===== src/rtl/seq_divider_if.sv =====
// seq_divider_if: start/done request and result bundle between the control unit and the divider
interface seq_divider_if #(parameter int DATA_BITS = 8);
  logic start;
  logic [DATA_BITS-1:0] dividend;
  logic [DATA_BITS-1:0] divisor;
  logic busy;
  logic done;
  logic [DATA_BITS-1:0] quotient;
  logic [DATA_BITS-1:0] remainder;
  logic div_by_zero;
  logic zero;
  modport master (
    output start, dividend, divisor,
    input  busy, done, quotient, remainder, div_by_zero, zero
  );
  modport slave (
    input  start, dividend, divisor,
    output busy, done, quotient, remainder, div_by_zero, zero
  );
endinterface


===== src/rtl/seq_divider.sv =====
// seq_divider: multi-cycle unsigned restoring divider, one quotient bit per clock
module seq_divider #(parameter int DATA_BITS = 8) (
  input logic clk,
  input logic reset_n,
  seq_divider_if.slave s
);
  localparam int CW = DATA_BITS > 1 ? $clog2(DATA_BITS) : 1;
  typedef enum logic [1:0] {IDLE, RUN, DONE} state_t;
  state_t state, state_n;
  logic [DATA_BITS-1:0] dq, dsr, rem_acc, quo, rem, new_rem, q_n;
  logic [DATA_BITS:0] shifted, trial;
  logic [CW-1:0] cnt;
  logic last, dbz, zf, borrow;
  // dq holds the dividend bits still to consume and collects quotient bits from the right
  always_comb begin
    shifted = {rem_acc, dq[DATA_BITS-1]};
    trial = shifted - {1'b0, dsr};
    borrow = trial[DATA_BITS];
    new_rem = borrow ? shifted[DATA_BITS-1:0] : trial[DATA_BITS-1:0];
    q_n = {dq[DATA_BITS-2:0], ~borrow};
    last = cnt == CW'(DATA_BITS - 1);
    state_n = state == IDLE ? (s.start ? (s.divisor != '0 ? RUN : DONE) : IDLE)
            : state == RUN  ? (last ? DONE : RUN)
            : IDLE;
  end
  always_ff @(posedge clk)
    if (!reset_n) state <= IDLE;
    else state <= state_n;
  always_ff @(posedge clk)
    if (!reset_n) begin
      {dq, dsr, rem_acc, quo, rem, cnt, dbz, zf} <= '0;
    end else if (state == IDLE && s.start) begin
      if (s.divisor != '0) begin
        dq <= s.dividend;
        dsr <= s.divisor;
        rem_acc <= '0;
        cnt <= '0;
      end else begin
        quo <= '1;
        rem <= s.dividend;
        dbz <= 1'b1;
        zf <= 1'b0;
      end
    end else if (state == RUN) begin
      dq <= q_n;
      rem_acc <= new_rem;
      cnt <= cnt + 1'b1;
      if (last) begin
        quo <= q_n;
        rem <= new_rem;
        dbz <= 1'b0;
        zf <= q_n == '0;
      end
    end
  assign s.busy = state != IDLE;
  assign s.done = state == DONE;
  assign s.quotient = quo;
  assign s.remainder = rem;
  assign s.div_by_zero = dbz;
  assign s.zero = zf;
endmodule


===== src/flat_wrapper.sv =====
// flat-port wrapper written by rule: the top's interface ports become plain ports
module seq_divider_flat 
#(parameter int DATA_BITS = 8)
  (clk, reset_n, s_start, s_dividend, s_divisor, s_busy, s_done, s_quotient, s_remainder, s_div_by_zero, s_zero);
  seq_divider_if #(.DATA_BITS(DATA_BITS)) s_i ();
  input logic clk;
  input logic reset_n;
  input wire logic [$bits(s_i.start)-1:0] s_start;
  input wire logic [$bits(s_i.dividend)-1:0] s_dividend;
  input wire logic [$bits(s_i.divisor)-1:0] s_divisor;
  output wire logic [$bits(s_i.busy)-1:0] s_busy;
  output wire logic [$bits(s_i.done)-1:0] s_done;
  output wire logic [$bits(s_i.quotient)-1:0] s_quotient;
  output wire logic [$bits(s_i.remainder)-1:0] s_remainder;
  output wire logic [$bits(s_i.div_by_zero)-1:0] s_div_by_zero;
  output wire logic [$bits(s_i.zero)-1:0] s_zero;
  assign s_i.start = s_start;
  assign s_i.dividend = s_dividend;
  assign s_i.divisor = s_divisor;
  assign s_busy = s_i.busy;
  assign s_done = s_i.done;
  assign s_quotient = s_i.quotient;
  assign s_remainder = s_i.remainder;
  assign s_div_by_zero = s_i.div_by_zero;
  assign s_zero = s_i.zero;
  seq_divider #(.DATA_BITS(DATA_BITS)) u_core (.clk(clk), .reset_n(reset_n), .s(s_i));
endmodule

===== config.mk =====
export PLATFORM = sky130hd
export DESIGN_NAME = seq_divider_flat
export DESIGN_NICKNAME = d
export VERILOG_FILES = /design/src/rtl/seq_divider_if.sv /design/src/rtl/seq_divider.sv /design/src/flat_wrapper.sv
export SDC_FILE = /design/constraint.sdc
export NUM_CORES = 1
export LEC_CHECK = 0
export ABC_AREA = 1
export CORE_ASPECT_RATIO = 0.7
export CORE_MARGIN = 1.5
export CORE_UTILIZATION = 32
export CTS_BUF_LIST = sky130_fd_sc_hd__clkbuf_8 sky130_fd_sc_hd__clkbuf_16
export CTS_CLUSTER_DIAMETER = 80
export CTS_CLUSTER_SIZE = 30
export DETAILED_ROUTE_END_ITERATION = 6
export GPL_TIMING_DRIVEN = 0
export PLACE_DENSITY = 0.5
export SETUP_SLACK_MARGIN = 0.2
export SLEW_MARGIN = 30
export SYNTH_ARGS = -nofsm -noshare
export SYNTH_HDL_FRONTEND = slang
export SYNTH_SLANG_ARGS = --single-unit

===== constraint.sdc =====
create_clock -name clk -period 2.1 [get_ports clk]
set_input_delay 0.315 -clock clk [delete_from_list [all_inputs] [get_ports clk]]
set_output_delay 0.315 -clock clk [all_outputs]
set_load 0.02 [all_outputs]

==> results.json <==
{
  "r2r_slack_ns": 0.22,
  "synth.largest_area_cell": "dfxtp_1",
  "drtIter0Drc": 131,
  "seq_area_um2": 943,
  "hold_viol_final": 0,
  "die_y_um": 79.5,
  "vdd_ir_drop_max_mv": 0.292,
  "worstSetupEndpointType": "flip-flop",
  "worstPathRequired_ns": 2.29,
  "grt_pass1_wl_um": 12100,
  "dr_wl_met2_um": 2880,
  "power.leakage_nw": 1.68,
  "relSlewSlack": 0.646,
  "powerDensity_mw_per_mm2": 812,
  "fin_crit_ns": 1.88,
  "synth_cell_types": 30,
  "start_util": 0.336,
  "tightest_slew_ns": 0.527,
  "clk_latency_ns": 0.29,
  "cts_made_buffers": 5,
  "rsz0062_at_grt": "yes",
  "die_area_mm2": 0.00893,
  "start_kind": "flip-flop",
  "finish.utilization": 0.481,
  "top_layer": "met4",
  "setup_ws_ns": 0.223,
  "wire_per_inst_um": 13.9,
  "yosysTopAreaCellShare": 0.352,
  "synth_edf_count": 0,
  "synthesis.area_mm2": 0.00268,
  "ys.flop_type": "dfxtp_1",
  "clock_sinks": 47,
  "ys.warnings.count": 0,
  "core_area_mm2": 0.00797,
  "wl_met3_um": 314,
  "antenna_found_initial": 0,
  "timing.setup.critical_path_class": "flip-flop to flip-flop",
  "ys_seq_elements": 47,
  "cts_root_buffer": "clkbuf_16",
  "yosysSeqAreaShare": 0.352,
  "crit_fanout": 5,
  "drv_slew": 0,
  "grt_max_degree": 14,
  "drv_cap": 0,
  "synth.avg_cell_area_um2": 6.99,
  "ios": 39,
  "syn2layout_area_growth_pct": 43.2,
  "postRouteAntennaNets": 0,
  "setup_viol": 0,
  "clk_pin_slew_ns": 0.07,
  "wl_met1_um": 4270,
  "synthTopCellsByCount": "nand2_1, inv_1, dfxtp_1, nand3_1, o21ai_0",
  "routed_wl_um": 7510,
  "cts_tree": "yes",
  "syn_nets": 413,
  "timing.hold.worst.class": "flip-flop to flip-flop",
  "post-route-period-util": 0.894,
  "rows": 27,
  "grt_pass1_vias": 2333,
  "gp_congestion": 0.901,
  "n_fill_cell": 807,
  "arrival_ns": 2.06,
  "clock_skew_ns": 0.00713,
  "async_flop_share": 0,
  "critical-path-slowest-cell": "dfxtp_1",
  "synth.most_common_cell": "nand2_1",
  "dp_slack_ns": -0.0954,
  "multi_input_area_mm2": 0.00177,
  "n_antenna_cell": 0,
  "status": "finished clean",
  "max_freq_ghz": 0.533,
  "htree_levels": 2,
  "vias": 2530,
  "dp_hpwl_um": 5570,
  "fin_nets": 467,
  "grt.total_usage": 0.175,
  "crit_chain": "ha_4 -> nand2_1 -> nand2_1 -> a21oi_4 -> buf_12 -> nand2_8 -> nand2_8 -> nand2_8 -> nand3_2 -> nand3_2 -> nand2_1 -> inv_1",
  "hold_buffers": 0,
  "dr.pass1.iters": 6,
  "io_buffers": 38,
  "syn_inst": 383,
  "viasPerCell": 4.69,
  "gr-total-overflow": 0,
  "yosys-top-cells-area": "dfxtp_1, nand2_1, inv_1",
  "drive_gt1_frac": 0.233,
  "cts_buffer_depth": 2,
  "die_x_um": 112,
  "cp_slowest_stage_delay_ns": 0.46,
  "drc": 0
}
## per-layer routing
metal / global-route usage / vias to the layer above
met5: 0 / -
met4: 0.0342 / 0
met3: 0.0395 / 4
met2: 0.231 / 50
met1: 0.279 / 1141
li1: - / 1335
## cell families after synthesis
logic type,share of synthesized area
and+or+nand+nor,0.261
buffers and inverters,0.145
AOI/OAI and AO/OA,0.178
DFF,0.352
adders and majority gates,0.0542
xor gates and xnor gates,0.00982
## area by class of cell
class,count,area share
timing repair buffer,45,0.116
tap,101,0.0330
buffer,13,0.0216
inverter,79,0.0807
clock inverter,1,0.000980
clock buffer,7,0.0398
multi-input combinational,246,0.461
sequential,47,0.246
## sequential cells by signal, summed over array words and instances, names as in the netlist
signal and cells:
u_core.s.remainder 8, u_core.state 2, u_core.dq 8, u_core.s.zero 1, u_core.dsr 8, u_core.rem_acc 8
u_core.s.quotient 8, u_core.cnt 3, u_core.s.div_by_zero 1
## cell usage in the layout, fill, tap and decap left out, drive strengths merged
cell,instances
buf,16
inv,74
nor2,21
clkdlybuf4s50,38
clkbuf,11
a21oi,36
nand2,81
xnor2,1
clkinv,6
a211oi,1
xor2,2
fa,1
dfxtp,47
nand3,41
o21ai,48
nor4,1
ha,10
nand4,2
a31oi,1
## final timing paths
| kind | depth (start not counted) | from | to |
|---|---|---|---|
| min | 2 | u_core.cnt[1] | u_core.cnt[1] |
| max | 12 | u_core.rem_acc[4] | u_core.s.remainder[2] |
| max reg2reg | 12 | u_core.rem_acc[4] | u_core.s.remainder[2] |
| min reg2reg | 2 | u_core.cnt[1] | u_core.cnt[1] |
## worst max-delay path, delay by kind of cell (launching register included)
kind / cells / cell delay, ns
AO/OA/AOI/OAI: 1 / 0.19
adder cells (fa/ha/maj): 1 / 0.26
buffers and inverters: 2 / 0.17
flip-flops: 1 / 0.46
AND/OR/NAND/NOR: 8 / 0.67
## stage by stage
step	power, mW	area (um^2)	TNS [ns]	hold WS, ns	cells
finish	3.11	3830	0	0.465	539
global route	3.29	3830	0	0.495	539
CTS	2.81	3530	0	0.470	536
detailed placement	1.77	3180	-0.375	0.458	522
global placement	1.76	3180	-0.0751	0.454	522
floorplan	1.56	2680	0	0.433	383
## timing repair
item / 4_1_cts / 5_1_grt
pin swaps: 7 / 16
gates resized for setup: 35 / 42
buffers inserted: 4 / 3
cloned: 2 / 0
setup endpoints to repair: 19 / 19
## power by group
| group | switching (mW) | leakage, nW | internal, mW | total [mW] |
|---|---|---|---|---|
| clock network | 0.328 | 0.0813 | 0.502 | 0.830 |
| registers | 0.0532 | 0.385 | 0.952 | 1.01 |
| logic | 0.781 | 1.21 | 0.496 | 1.28 |
Note: power is estimated with default switching activity, not from simulation.
